===== config.mk =====
export PLATFORM = sky130hd
export DESIGN_NAME = mst_wr_ctl
export DESIGN_NICKNAME = d
export VERILOG_FILES = /design/src/rtl/mst_wr_ctl.sv
export SDC_FILE = /design/constraint.sdc
export NUM_CORES = 1
export LEC_CHECK = 0
export BUFFER_PORTS_ARGS = -buffer_cell sky130_fd_sc_hd__buf_2
export CELL_PAD_IN_SITES_DETAIL_PLACEMENT = 1
export CELL_PAD_IN_SITES_GLOBAL_PLACEMENT = 2
export CORE_ASPECT_RATIO = 1.4
export CORE_UTILIZATION = 29
export DETAILED_ROUTE_END_ITERATION = 8
export MAX_ROUTING_LAYER = met4
export PLACE_DENSITY = 0.8
export SLEW_MARGIN = 20
export SYNTH_ARGS = -nofsm -noshare
export SYNTH_HDL_FRONTEND = slang
export SYNTH_SLANG_ARGS = --single-unit

===== constraint.sdc =====
create_clock -name clk -period 3.8 [get_ports clk]
set_input_delay 0.76 -clock clk [delete_from_list [all_inputs] [get_ports clk]]
set_output_delay 0.76 -clock clk [all_outputs]
set_load 0.02 [all_outputs]

===== src/rtl/mst_wr_ctl.sv =====
// Master-mode write controller: round-robin channel arbitration in front of
// the 4-channel pre-fetch buffer, popping 36-bit words (BE[35:32], DATA[31:0])
// and replaying them as registered write bursts on the FT600-side bus.
module mst_wr_ctl #(
  parameter int BURST_LEN = 16,
  parameter int WIDTH     = 36
) (
  input  logic             clk,
  input  logic             rst_n,
  input  logic             mst_ena,
  input  logic [3:0]       chn_ena,
  input  logic [3:0]       ch_txe_n,
  output logic             prefena,
  output logic [1:0]       prefchn,
  output logic             prefreq,
  input  logic [3:0]       prefnempt,
  input  logic [WIDTH-1:0] prefdout,
  output logic             bus_wr_n,
  output logic [1:0]       bus_chn,
  output logic [3:0]       bus_be,
  output logic [31:0]      bus_dat,
  output logic             burst_done
);

  typedef enum logic [1:0] {IDLE, FILL, BURST, GAP} state_t;

  localparam logic [7:0] BLEN = 8'(BURST_LEN);

  state_t     state;
  logic [7:0] beat_cnt;
  logic [1:0] last_chn;
  logic [3:0] elig;
  logic       sel_vld;
  logic [1:0] sel_chn;
  logic [1:0] idx;
  logic       fire;
  logic       last_beat;

  assign elig = {4{mst_ena}} & chn_ena & ~ch_txe_n;

  // Round-robin pick: scan last+4 (lowest priority) down to last+1 so the
  // nearest eligible channel after the last-served one wins.
  always_comb begin
    sel_vld = 1'b0;
    sel_chn = last_chn;
    idx     = '0;
    for (int i = 4; i >= 1; i--) begin
      idx = last_chn + 2'(i);
      if (elig[idx]) begin
        sel_vld = 1'b1;
        sel_chn = idx;
      end
    end
  end

  // Pop only with data present, space downstream and room left in the burst;
  // the count gate also keeps the beat counter saturating at BURST_LEN.
  assign fire      = (state == BURST) & prefnempt[prefchn] & ~ch_txe_n[prefchn]
                   & (beat_cnt < BLEN);
  assign prefreq   = fire;
  assign last_beat = (beat_cnt + 8'd1 == BLEN);

  // Controller FSM with all bus / pre-fetch outputs registered.
  always_ff @(posedge clk or negedge rst_n) begin
    if (!rst_n) begin
      state      <= IDLE;
      beat_cnt   <= '0;
      last_chn   <= 2'd3;
      prefena    <= 1'b0;
      prefchn    <= '0;
      bus_wr_n   <= 1'b1;
      bus_chn    <= '0;
      bus_be     <= '0;
      bus_dat    <= '0;
      burst_done <= 1'b0;
    end else begin
      bus_wr_n   <= 1'b1;
      burst_done <= 1'b0;
      case (state)
        IDLE: begin
          if (sel_vld) begin
            prefchn <= sel_chn;
            prefena <= 1'b1;
            state   <= FILL;
          end
        end
        FILL: begin
          if (ch_txe_n[prefchn] || !mst_ena) begin
            prefena    <= 1'b0;
            burst_done <= 1'b1;
            state      <= GAP;
          end else if (prefnempt[prefchn]) begin
            state <= BURST;
          end
        end
        BURST: begin
          if (fire) begin
            bus_wr_n <= 1'b0;
            bus_chn  <= prefchn;
            bus_be   <= prefdout[WIDTH-1 -: 4];
            bus_dat  <= prefdout[31:0];
            beat_cnt <= beat_cnt + 8'd1;
          end
          // mst_ena low still lets this cycle's beat out, then closes.
          if (ch_txe_n[prefchn] || !mst_ena || (fire && last_beat)) begin
            prefena    <= 1'b0;
            burst_done <= 1'b1;
            state      <= GAP;
          end
        end
        GAP: begin
          // prefchn stays put so an in-flight pre-fetch write lands correctly.
          beat_cnt <= '0;
          last_chn <= prefchn;
          state    <= IDLE;
        end
        default: state <= IDLE;
      endcase
    end
  end

endmodule


Word level (Yosys, flattened, before mapping)
Index checks and enable logic that the tools add are counted.

Register bits after elaboration: 55. Output and inout bits: 44. Logic and storage cells: 83.

Add/subtract/negate cells: 4. Reductions and logical operators: 12. Eq/ne operators: 9. Bitwise operators: 7. Order comparisons: 6. Muxes and demuxes: 35.

Operators by type and width (count): 1-bit 2-to-1 mux (17); 8-bit one-hot mux with 2 select lines (1); 2-bit by 3-bit less-than comparator with 1-bit output (second input constant) (5); 2-bit 2-to-1 mux (7); 1-bit binary-select mux with 2-bit select (6); 8-bit by 1-bit adder with 8-bit output (second input constant) (1); 4-bit AND (2); 8-bit by 5-bit == test with 1-bit output (second input constant) (1); 8-bit by 5-bit less-than comparator with 1-bit output (second input constant) (1); 8-bit 2-to-1 mux (1); 2-bit one-hot mux with 4 select lines (1); 2-bit != test (second input constant) (3); 2-bit AND reduction (3); 2-bit adder (second input constant) (2); 2-bit == test (second input constant) (2); 4-bit NOT (1); 4-bit AND reduction (1); 1-bit AND (3); 3-bit != test (second input constant) (1); 1-bit one-hot mux with 3 select lines (1); 3-bit AND reduction (1); 3-bit nonzero test (1); 2-bit by 1-bit adder with 2-bit output (second input constant) (1); 2-bit by 1-bit == test with 1-bit output (second input constant) (1); 8 further kinds (9).

Longest topological paths before layout
Gate-level depths: netlist of run 1.

Word-level depth: 10. Gate-level depth with buffers: 10. Depth with buffers taken out: 7.

Worst setup path after synthesis of run 1
Ideal clock, no wire load.

Path type: input to output. Start: in prefnempt[3]. End: out prefreq. Cell stages on the path: 5. Data arrival time: 1.825 ns. Path buffers: 3. Required time: 3.040 ns. Path slack: 1.215 ns. Cells stage by stage: mux4_2 and4b_1 buf_6 buf_8 buf_8.

Word-level cells in the longest chain between the ends: 5.

RTL lines: from (decl) (line 16) `input logic [3:0] prefnempt,`; 1-bit binary-select mux with 2-bit select (line 58) `assign fire = (state == BURST) & prefnempt[prefchn] & ~ch_txe_n[prefchn]`; 1-bit 2-to-1 mux (implied by the code) (line 58); 1-bit AND (2 in series) (line 58); 1-bit AND (line 59) `& (beat_cnt < BLEN);`; to (decl) (line 15) `output logic prefreq,`.

Every way passes these cells. The select of a mux whose other input is x is not followed.

Final worst setup path of run 1
Start: reg prefchn[0]. End: out prefreq.

Word-level cells in the longest chain between the ends: 5.

RTL lines: from (decl) (line 14) `output logic [1:0] prefchn,`; from (signal assigned) (line 82) `prefchn <= sel_chn;`; 1-bit binary-select mux with 2-bit select (line 58); 1-bit 2-to-1 mux (implied by the code) (line 58); 1-bit AND or 1-bit NOT (tied branches) (line 58); 1-bit AND * (line 58); 1-bit AND * (line 59).

Mark *: on every way between the ends. The rest lies on a longest branch, timed or not. The select of a mux whose other input is x is not followed.

==> results of run 1 <==
worst paths after layout:
kind                        startpoint           to  slack (ns)  cells past startpoint
setup / recovery            prefchn[0]      prefreq        1.17                      3
hold / removal             beat_cnt[5]  beat_cnt[5]        0.50                      1
setup reg to reg            prefchn[0]  beat_cnt[2]        1.35                      6
hold reg to reg            beat_cnt[5]  beat_cnt[5]        0.50                      1
max in group asynchronous        rst_n  last_chn[1]        2.41                      2
min in group asynchronous        rst_n  beat_cnt[4]        0.58                      1
metal layers:
layer | global-route usage | vias up | part of all wire
met5 | - | - | 0
met4 | 0.06786 | 0 | 0.020
met3 | 0.03226 | 5 | 0.061
met2 | 0.2333 | 66 | 0.52
met1 | 0.1611 | 914 | 0.40
li1 | - | 877 | -
flip-flops by register name, indices dropped and copies added (netlist names):
| signal | flops |
|---|---|
| bus_wr_n | 1 |
| last_chn | 2 |
| beat_cnt | 8 |
| prefena | 1 |
| bus_chn | 2 |
| state | 2 |
| bus_be | 4 |
| bus_dat | 32 |
| prefchn | 2 |
| burst_done | 1 |
power groups by stage:
| stage | registers [W] | logic (W) | clock network [W] |
|---|---|---|---|
| after CTS | 0.00102 | 0.00122 | 0.000479 |
| after floorplan | 0.00128 | 0.000567 | 0 |
| after global placement | 0.00102 | 0.00119 | 0 |
| after detailed placement | 0.00103 | 0.00122 | 0 |
| after global routing | 0.00106 | 0.00131 | 0.000501 |
| final | 0.00101 | 0.00119 | 0.000460 |
cells by family (layout without fill, tap and decap cells):
logic type | count (synthesis) | count (layout)
XOR/XNOR | 2 | 2
multiplexers | 49 | 49
AO/OA/AOI/OAI | 29 | 29
adder cells (fa/ha/maj) | 7 | 7
flip-flops | 55 | 55
AND/OR/NAND/NOR | 38 | 38
buffers and inverters | 14 | 110
synthesized netlist by cell type:
cell / n / area, sq um
o22ai_1: 1 / 6.260
buf_2: 4 / 20.02
nor3_1: 1 / 5.000
mux4_2: 2 / 45.04
ha_1: 7 / 87.58
or2_2: 1 / 6.260
nor2b_1: 7 / 43.79
a311oi_2: 1 / 15.01
nor3_2: 1 / 10.01
dfstp_2: 3 / 78.83
mux2i_1: 5 / 50.05
mux2_2: 41 / 461.7
buf_6: 1 / 11.26
and2_1: 5 / 31.28
nand2b_1: 3 / 18.77
clkbuf_1: 1 / 3.750
inv_1: 6 / 22.52
a21oi_1: 4 / 20.02
o21a_1: 1 / 7.510
o221ai_1: 2 / 17.52
buf_8: 2 / 30.03
nor2_1: 5 / 18.77
and3_1: 2 / 12.51
and4b_1: 1 / 10.01
o21ai_0: 4 / 20.02
dfrtp_1: 52 / 1301
o2bb2ai_1: 2 / 17.52
o21ai_1: 4 / 20.02
xnor2_1: 2 / 17.52
nor4_1: 1 / 6.260
nand2_1: 10 / 37.54
nor3b_1: 1 / 7.510
o31ai_1: 2 / 15.01
a21oi_2: 1 / 8.760
a2bb2oi_1: 1 / 8.760
mux2_1: 1 / 11.26
a31oi_1: 1 / 6.260
o41ai_1: 1 / 8.760
a22oi_1: 1 / 7.510
o22a_1: 1 / 8.760
a41oi_1: 1 / 8.760
a211oi_1: 1 / 7.510
critical path: stages (launching register included):
cell     delay, ns
dfrtp_1       0.53
mux4_2        0.60
and4b_2       0.28
buf_2         0.17
through the flow:
step / cells / cell area, sq um / total power, W
after detailed placement: 387 / 3105 / 0.002248
after floorplan: 194 / 2552 / 0.001849
after global placement: 387 / 3105 / 0.002201
after global routing: 395 / 3253 / 0.002870
after CTS: 395 / 3253 / 0.002720
final: 395 / 3253 / 0.002665
cell usage in the layout (no fill, tap or decap), types with 3 or more instances in the layout:
cell type   n
ha_1        7
and2_1      5
a21oi_1     4
mux2i_1     5
o21ai_1     4
o21ai_0     4
nor2_1      5
dfrtp_1    52
buf_2      94
nand2b_1    3
inv_1       6
clkbuf_16   5
dfstp_2     3
nor2b_1     7
nand2_1    10
mux2_2     41
cell type report:
type,instances,area share
clock inverters,3,0.006923
multi-input cells,125,0.3338
inverters,6,0.006923
clock buffers,5,0.03846
flip-flops and latches,55,0.4242
repair buffers,96,0.1492
well taps,105,0.04038
==> results by group, run 1 <==
Outcome
  • Status: completed

Yosys
  • Post-synthesis simple-gate area fraction: 0.08137
  • Total nets after synthesis: 252
  • Avg Inst Size Synth: 13.16 sq um
  • #FFs+latches synth: 55
  • Complex-gate fraction of the synthesized area: 0.07990
  • Synthesis Warnings: 0
  • Largest family of logic cells by synthesized area: multiplexers
  • Cells after Synth: 194
  • Distinct cells, synth: 42
  • Synth Area in XOR/XNOR: 0.006863
  • Post-Syn Area: 2552 sq um
  • Fraction of synthesized area in multiplexers: 0.2225
  • Synthesized-area fraction occupied by adder cells: 0.03431
  • Seq/Total Area, Yosys: 0.5407

STA
  • Minimum clock period: 2.631 ns
  • TNS Setup: 0 ns
  • Final Cycle Share: 0.6924
  • F_max: 380.1 MHz
  • RSZ-0062 raised after global routing: false
  • WHS: 0.4979 ns
  • Hold Violations, Final: 0
  • Worst slew pin tran: 0.8546 ns
  • Max Slew Vio Count: 0
  • Clock Skew: 0.008923 ns
  • Rel. slew slack: 0.4303
  • Final setup fails: 0
  • Fin worst setup slack: 1.169 ns

Die
  • Chip height: 113.0 um
  • Core area: 8558 sq um
  • IO Count: 95
  • Die ar.: 9186 sq um
  • FP Rows: 40
  • Die X-Extent: 81.29 um
  • Initial Util: 0.2982

Clock tree
  • CTS tree: yes
  • CTS Buf Count: 5
  • Htree depth: 2
  • Post-CTS setup buffer count: 0
  • CTS Hold Bufs: 0
  • Clk slew on worst S/H paths: 0.07 ns
  • Root Buffer: clkbuf_16
  • Clock latency on the worst-skew pair: 0.30 ns
  • Cts repair resizes: 0
  • Sinks on Clock Net: 55
  • CTS Buffer Depth: 2

Worst hold path
  • Worst hold-check path type: reg -> reg

Run
  • MaxCap Viol Count: 0

GRT
  • Remaining global-route overflow: 0
  • Initial antenna violation count: 0
  • Number of global-route vias before repair: 1,923
  • Largest net degree at the start of global routing: 49
  • GRT Overall Usage: 0.1425
  • First-pass GRT wire length: 9528 um

Cells and area
  • Fin util: 0.3801
  • Antenna diodes: 0
  • Net count, final: 347
  • Synth-to-layout area growth: 27.45%
  • Ratio of cells with drive above 1 in the final layout: 0.5345
  • # fillers: 970
  • Sequential Area: 1380 sq um
  • Area of the multi-input gates: 1086 sq um

Detailed routing
  • Via-per-instance ratio: 4.714
  • Via count: 1,862
  • DRC: 0
  • Aggregate routed wire length: 5760 um
  • Pre-antenna DRT Iters: 4
  • Drt initial violations: 33
  • Final ANT Viol Nets: 0
  • Routed length per instance: 14.58 um

Critical path
  • WS Path Type: reg -> out
  • CP Capture Type: output port
  • WP data arrival: 1.87 ns
  • Startpoint class of the critical path: flop
  • Worst-path maximum fanout: 8
  • Required @ worst endpoint: 3.04 ns

Pwr
  • Clock Power Share: 0.172
  • Psw: 0.001041 W
  • Sw frac: 0.3905
  • Power density cells: 819.3 nW/um^2
  • Sequential Power Share: 0.381
  • Combinational share of power: 0.447
  • Pleak: 1.541 nW
  • P_int: 0.001624 W
  • Maximum VDD drop: 324.6 uV

Placement
  • Post-DP HPWL: 4421 um
  • Pre-CTS WS: 1.037 ns
  • Placer Congestion: 0.7441
  • Buffers on Ports: 94
No activity file was read; power rests on OpenSTA's default activity.
==> inputs of run 2 (changes only) <==
Clock period 3.8 ns to 2.75 ns, I/O delays scaled along.
==> run 2 against run 1 <==
Against the previous run: via count is 0.54% lower; core utilization is 0.088 points higher; flip-flop and latch count stayed put; global-route usage is 0.14 points lower; non-clock buffer count is 1 higher; combinational power is 39% higher.
==> results by group, run 2 (synthesis gave the netlist of run 1 again) <==
Outcome
  • Status: completed

Cells and area
  • Net count, final: 348 (+0.29%)
  • Largest regs: bus_dat x32, beat_cnt x8, bus_be x4
  • # fillers: 955 (-1.5%)
  • Commonest non-fill, non-tap cell in the layout: buf_2
  • Max reg flops: 32 (unchanged)
  • Antenna diodes: 0 (unchanged)
  • Non-filler cells, final: 396 (+0.25%)
  • Ratio of cells with drive above 1 in the final layout: 0.5361 (+0.001600)
  • Register with the most flip-flops: bus_dat
  • Commonest cells after routing, fill and taps aside: 94 x buf_2, 52 x dfrtp_1, 41 x mux2_2, 10 x nand2_1
  • Synth-to-layout area growth: 27.75%

GRT
  • Largest net degree at the start of global routing: 56 (+14%)
  • Remaining global-route overflow: 0 (unchanged)
  • Number of global-route vias before repair: 2,004 (+4.2%)
  • GRT Overall Usage: 0.1411 (-0.001400)
  • Initial antenna violation count: 0 (unchanged)
  • First-pass GRT wire length: 9432 um (-1.0%)

Detailed routing
  • Routed length per instance: 14.54 um (-0.29%)
  • Drt initial violations: 47 (+42%)
  • Via-per-instance ratio: 4.677 (-0.79%)
  • Final ANT Viol Nets: 0 (unchanged)
  • Pre-antenna DRT Iters: 4 (unchanged)
  • Via count: 1,852 (-0.54%)
  • DRC: 0 (unchanged)
  • Aggregate routed wire length: 5758 um (about the same)

STA
  • Clock Skew: 0.005911 ns (-0.003012 ns)
  • Final setup fails: 0 (unchanged)
  • TNS Setup: 0 ns (unchanged)
  • Final Cycle Share: 0.9163
  • Rel. slew slack: 0.5425 (+0.1122)
  • Hold Violations, Final: 0 (unchanged)
  • Max Slew Vio Count: 0 (unchanged)
  • RSZ-0062 raised after global routing: false
  • Minimum clock period: 2.520 ns
  • F_max: 396.9 MHz
  • Worst slew pin tran: 0.6863 ns (-0.1683 ns)
  • Fin worst setup slack: 0.2302 ns (-0.9389 ns)

Die
  • Chip height: 113.0 um (unchanged)
  • Initial Util: 0.2982 (unchanged)
  • Die ar.: 9186 sq um (unchanged)
  • IO Count: 95 (unchanged)
  • FP Rows: 40 (unchanged)
  • Die X-Extent: 81.29 um (unchanged)
  • Core area: 8558 sq um (unchanged)

Pwr
  • Maximum VDD drop: 415.2 uV (+28%)
  • Pleak: 1.546 nW (+0.32%)
  • Power density cells: 1131 nW/um^2 (+38%)

Critical path
  • Worst path slowest cell: mux4_2
  • Worst-path maximum fanout: 8 (unchanged)
  • Startpoint class of the critical path: flop
  • Crit-path leading delay family: multiplexers
  • Cell Chain, Critical Path: mux4_2 -> and4b_2 -> buf_2
  • Slowest stage delay, CP: 0.55 ns (-0.05 ns)
  • WP data arrival: 1.97 ns (+0.10 ns)
  • CP Capture Type: output port
  • Required @ worst endpoint: 2.20 ns (-0.84 ns)
  • WS Path Type: reg -> out
  • WP buf/inv: 1 (unchanged)

Placement
  • DP Cell Count: 388 (+0.26%)
  • Pre-CTS WS: 0.3452 ns (-0.6921 ns)
  • Post-DP HPWL: 4491 um (+1.6%)
  • Buffers on Ports: 94 (unchanged)
  • Placer Congestion: 0.7178 (-3.5%)

Clock tree
  • Htree depth: 2 (unchanged)
  • Clock latency on the worst-skew pair: 0.30 ns (about the same)
  • CTS Buffer Depth: 2 (unchanged)
  • Sinks on Clock Net: 55 (unchanged)
  • Post-CTS setup buffer count: 0 (unchanged)
  • CTS Buf Count: 5 (unchanged)
  • Cts repair resizes: 0 (unchanged)
  • CTS tree: yes
  • Root Buffer: clkbuf_16
  • Clk slew on worst S/H paths: 0.07 ns (about the same)
  • CTS Hold Bufs: 0 (unchanged)

Worst hold path
  • Worst hold-check path type: in -> async

Run
  • MaxCap Viol Count: 0 (unchanged)
-- run 2: cell type report --
| class | instances | area [sq um] | share of cell area |
|---|---|---|---|
| Sequential cell | 55 | 1380 | 0.4233 |
| Multi-Input combinational cell | 125 | 1086 | 0.3331 |
| Timing Repair Buffer | 97 | 493.0 | 0.1512 |
| Clock buffer | 5 | 125.1 | 0.03837 |
| Tap cell | 105 | 131.4 | 0.04029 |
| Clock inverter | 3 | 22.52 | 0.006907 |
| Inverter | 6 | 22.52 | 0.006907 |
-- run 2: metrics by stage --
stage / cell area [sq um] / util / hold slack (ns) / total power, W
detailed placement: 3113 / 0.3637 / 0.4722 / 0.003110
global placement: 3113 / 0.3637 / 0.4743 / 0.003043
global route: 3261 / 0.3810 / 0.4287 / 0.003954
finish: 3261 / 0.3810 / 0.3690 / 0.003687
floorplan: 2552 / - / 0.2544 / 0.002555
CTS: 3261 / 0.3810 / 0.4107 / 0.003758
-- run 2: worst register-to-register path, delay by kind of cell (launching register included) --
kind / cells / cell delay, ns
multiplexers: 1 / 0.55
AO/OA/AOI/OAI: 2 / 0.24
AND/OR/NAND/NOR: 2 / 0.54
flip-flops: 1 / 0.53
buffers and inverters: 1 / 0.33
-- run 2: path summary, 6_finish.rpt --
check,startpoint,slack (ns),depth (start not counted),endpoint
setup / recovery,prefchn[0],0.23,3,prefreq
hold / removal,rst_n,0.37,2,bus_dat[9]
setup reg to reg,prefchn[0],0.42,6,beat_cnt[3]
hold reg to reg,beat_cnt[6],0.49,1,beat_cnt[6]
max in group asynchronous,rst_n,1.91,2,bus_dat[3]
min in group clk,prefdout[30],0.48,2,bus_dat[30]
-- run 2: power by group --
group	internal, W	total [W]	switching [W]
clock network	0.000341	0.000636	0.000294
logic	0.000732	0.00165	0.000920
registers	0.00117	0.00140	0.000225
-- run 2: layer usage --
| layer | vias up | track usage | share of wire |
|---|---|---|---|
| li1 | 876 | - | - |
| met2 | 66 | 0.2472 | 0.55 |
| met1 | 903 | 0.1434 | 0.38 |
| met3 | 7 | 0.02339 | 0.056 |
| met5 | - | - | 0 |
| met4 | 0 | 0.08214 | 0.017 |
==> inputs of run 3 (changes only) <==
Clock period 2.75 ns to 3.22 ns, I/O delays scaled along.
==> run 3 against run 2 <==
Against the previous run: non-clock buffer count did not move; largest power group unchanged; via count rose by 3.5%; combinational power fell by 14%; core utilization barely moved; final area barely moved; hold slack got worse by 0.13 ns; register-to-register slack improved by 0.35 ns; power fell by 15%; first-iteration DRC count fell by 19%; die area did not move.
==> results by group, run 3 (synthesis gave the netlist of run 1 again) <==
STA
  • Clock Skew: 0.003426 ns (-0.002485 ns)
  • Rel. slew slack: 0.5982 (+0.05577)
  • RSZ-0062 raised after global routing: false
  • Final Cycle Share: 0.7749
  • Final setup fails: 0 (unchanged)
  • TNS Setup: 0 ns (unchanged)
  • F_max: 400.8 MHz
  • Minimum clock period: 2.495 ns
  • Hold Violations, Final: 0 (unchanged)
  • Max Slew Vio Count: 0 (unchanged)
  • Worst slew pin tran: 0.6026 ns (-0.08365 ns)

Cells and area
  • Largest regs: bus_dat x32, beat_cnt x8, bus_be x4
  • Post-route cell area: 3258 sq um (about the same)
  • Synth-to-layout area growth: 27.65% (about the same)
  • Non-filler cells, final: 396 (unchanged)
  • Ratio of cells with drive above 1 in the final layout: 0.5326 (-0.003436)
  • Commonest non-fill, non-tap cell in the layout: buf_2
  • Max reg flops: 32 (unchanged)
  • Register with the most flip-flops: bus_dat
  • Net count, final: 348 (unchanged)
  • Commonest cells after routing, fill and taps aside: 94 x buf_2, 52 x dfrtp_1, 41 x mux2_2, 10 x nand2_1
  • Antenna diodes: 0 (unchanged)

Die
  • Core area: 8558 sq um (unchanged)
  • Chip height: 113.0 um (unchanged)
  • Die ar.: 9186 sq um (unchanged)
  • FP Rows: 40 (unchanged)
  • Die X-Extent: 81.29 um (unchanged)
  • Initial Util: 0.2982 (unchanged)
  • IO Count: 95 (unchanged)

Pwr
  • Power density cells: 964.2 nW/um^2 (-15%)
  • Maximum VDD drop: 356.5 uV (-14%)
  • Pleak: 1.538 nW (-0.47%)

Clock tree
  • Htree depth: 2 (unchanged)
  • CTS tree: yes
  • Clock latency on the worst-skew pair: 0.29 ns (about the same)
  • Post-CTS setup buffer count: 0 (unchanged)
  • CTS Hold Bufs: 0 (unchanged)
  • Cts repair resizes: 0 (unchanged)
  • CTS Buffer Depth: 2 (unchanged)
  • Root Buffer: clkbuf_16
  • Clk slew on worst S/H paths: 0.07 ns (about the same)
  • Sinks on Clock Net: 55 (unchanged)
  • CTS Buf Count: 5 (unchanged)

GRT
  • Number of global-route vias before repair: 1,982 (-1.1%)
  • Largest net degree at the start of global routing: 49 (-13%)
  • First-pass GRT wire length: 9356 um (-0.81%)
  • Remaining global-route overflow: 0 (unchanged)
  • GRT Overall Usage: 0.1369 (-0.004172)
  • Initial antenna violation count: 0 (unchanged)

Run
  • MaxCap Viol Count: 0 (unchanged)

Placement
  • Post-DP HPWL: 4504 um (+0.29%)
  • DP Cell Count: 388 (unchanged)
  • Buffers on Ports: 94 (unchanged)
  • Placer Congestion: 0.7418 (+3.3%)
  • Placement Cell Area: 3113 sq um (unchanged)

Detailed routing
  • Drt initial violations: 38 (-19%)
  • Via count: 1,917 (+3.5%)
  • DRC: 0 (unchanged)
  • Final ANT Viol Nets: 0 (unchanged)
  • Aggregate routed wire length: 5823 um (+1.1%)
  • Pre-antenna DRT Iters: 5 (+1)
  • Routed length per instance: 14.70 um (+1.1%)
  • Via-per-instance ratio: 4.841 (+3.5%)

Critical path
  • WS Path Type: reg -> out
  • Startpoint class of the critical path: flop
  • Required @ worst endpoint: 2.58 ns (+0.38 ns)
  • WP data arrival: 1.85 ns (-0.12 ns)
  • Worst-path maximum fanout: 8 (unchanged)
  • CP Capture Type: output port

Worst hold path
  • Worst hold-check path type: in -> async

Outcome
  • Status: completed
## run 3: cell count changes in the layout (fill, tap and decap cells not counted)
cell / change
clkinvlp_4: +1
clkbuf_1: +1
clkinv_4: -1
clkinv_2: -1
## run 3: stage by stage
| step | setup slack [ns] | utilization | total power (W) | hold slack [ns] |
|---|---|---|---|---|
| 6_report | 0.7249 | 0.3807 | 0.003142 | 0.2391 |
| 2_1_floorplan | 0.8631 | - | 0.002182 | 0.3484 |
| 3_5_place_dp | 0.5679 | 0.3637 | 0.002659 | 0.4820 |
| 5_1_grt | 0.5778 | 0.3807 | 0.003367 | 0.2512 |
| 4_1_cts | 0.6958 | 0.3807 | 0.003206 | 0.2428 |
| 3_3_place_gp | 0.6485 | 0.3637 | 0.002600 | 0.4734 |
## run 3: routing by layer
metal	share of wire	routed length (um)	GRT usage	vias up
li1	-	-	-	882
met5	0	0	-	-
met2	0.53	3070	0.2372	70
met3	0.058	339	0.02177	10
met4	0.025	148	0.06667	0
met1	0.39	2265	0.1479	955
## run 3: final timing paths
path | start | to | slack (ns) | depth (start not counted)
setup / recovery | prefchn[0] | prefreq | 0.72 | 3
hold / removal | rst_n | bus_dat[11] | 0.24 | 1
setup reg to reg | prefchn[0] | beat_cnt[2] | 0.77 | 6
hold reg to reg | beat_cnt[5] | beat_cnt[5] | 0.49 | 1
max in group asynchronous | rst_n | last_chn[0] | 2.32 | 2
min in group clk | beat_cnt[5] | beat_cnt[5] | 0.49 | 1
## run 3: worst max-delay path, stage by stage, from the launching register on
cell and delay [ns]:
dfrtp_1 0.53, mux4_2 0.59, and4b_2 0.27, buf_2 0.17
## run 3: report_power, final
group          total [W]  switching [W]  internal, W
Clock           0.000530       0.000239     0.000292
Sequential       0.00119       0.000192      0.00100
Combinational    0.00142       0.000793     0.000624
## run 3: area by class of cell
type                    instances  area (sq um)
fillers                       983          5300
clock inverters                 2         16.27
flip-flops and latches         55          1380
clock buffers                   6         128.9
multi-input cells             125          1086
repair buffers                 97         493.0
inverters                       6         22.52
well taps                     105         131.4
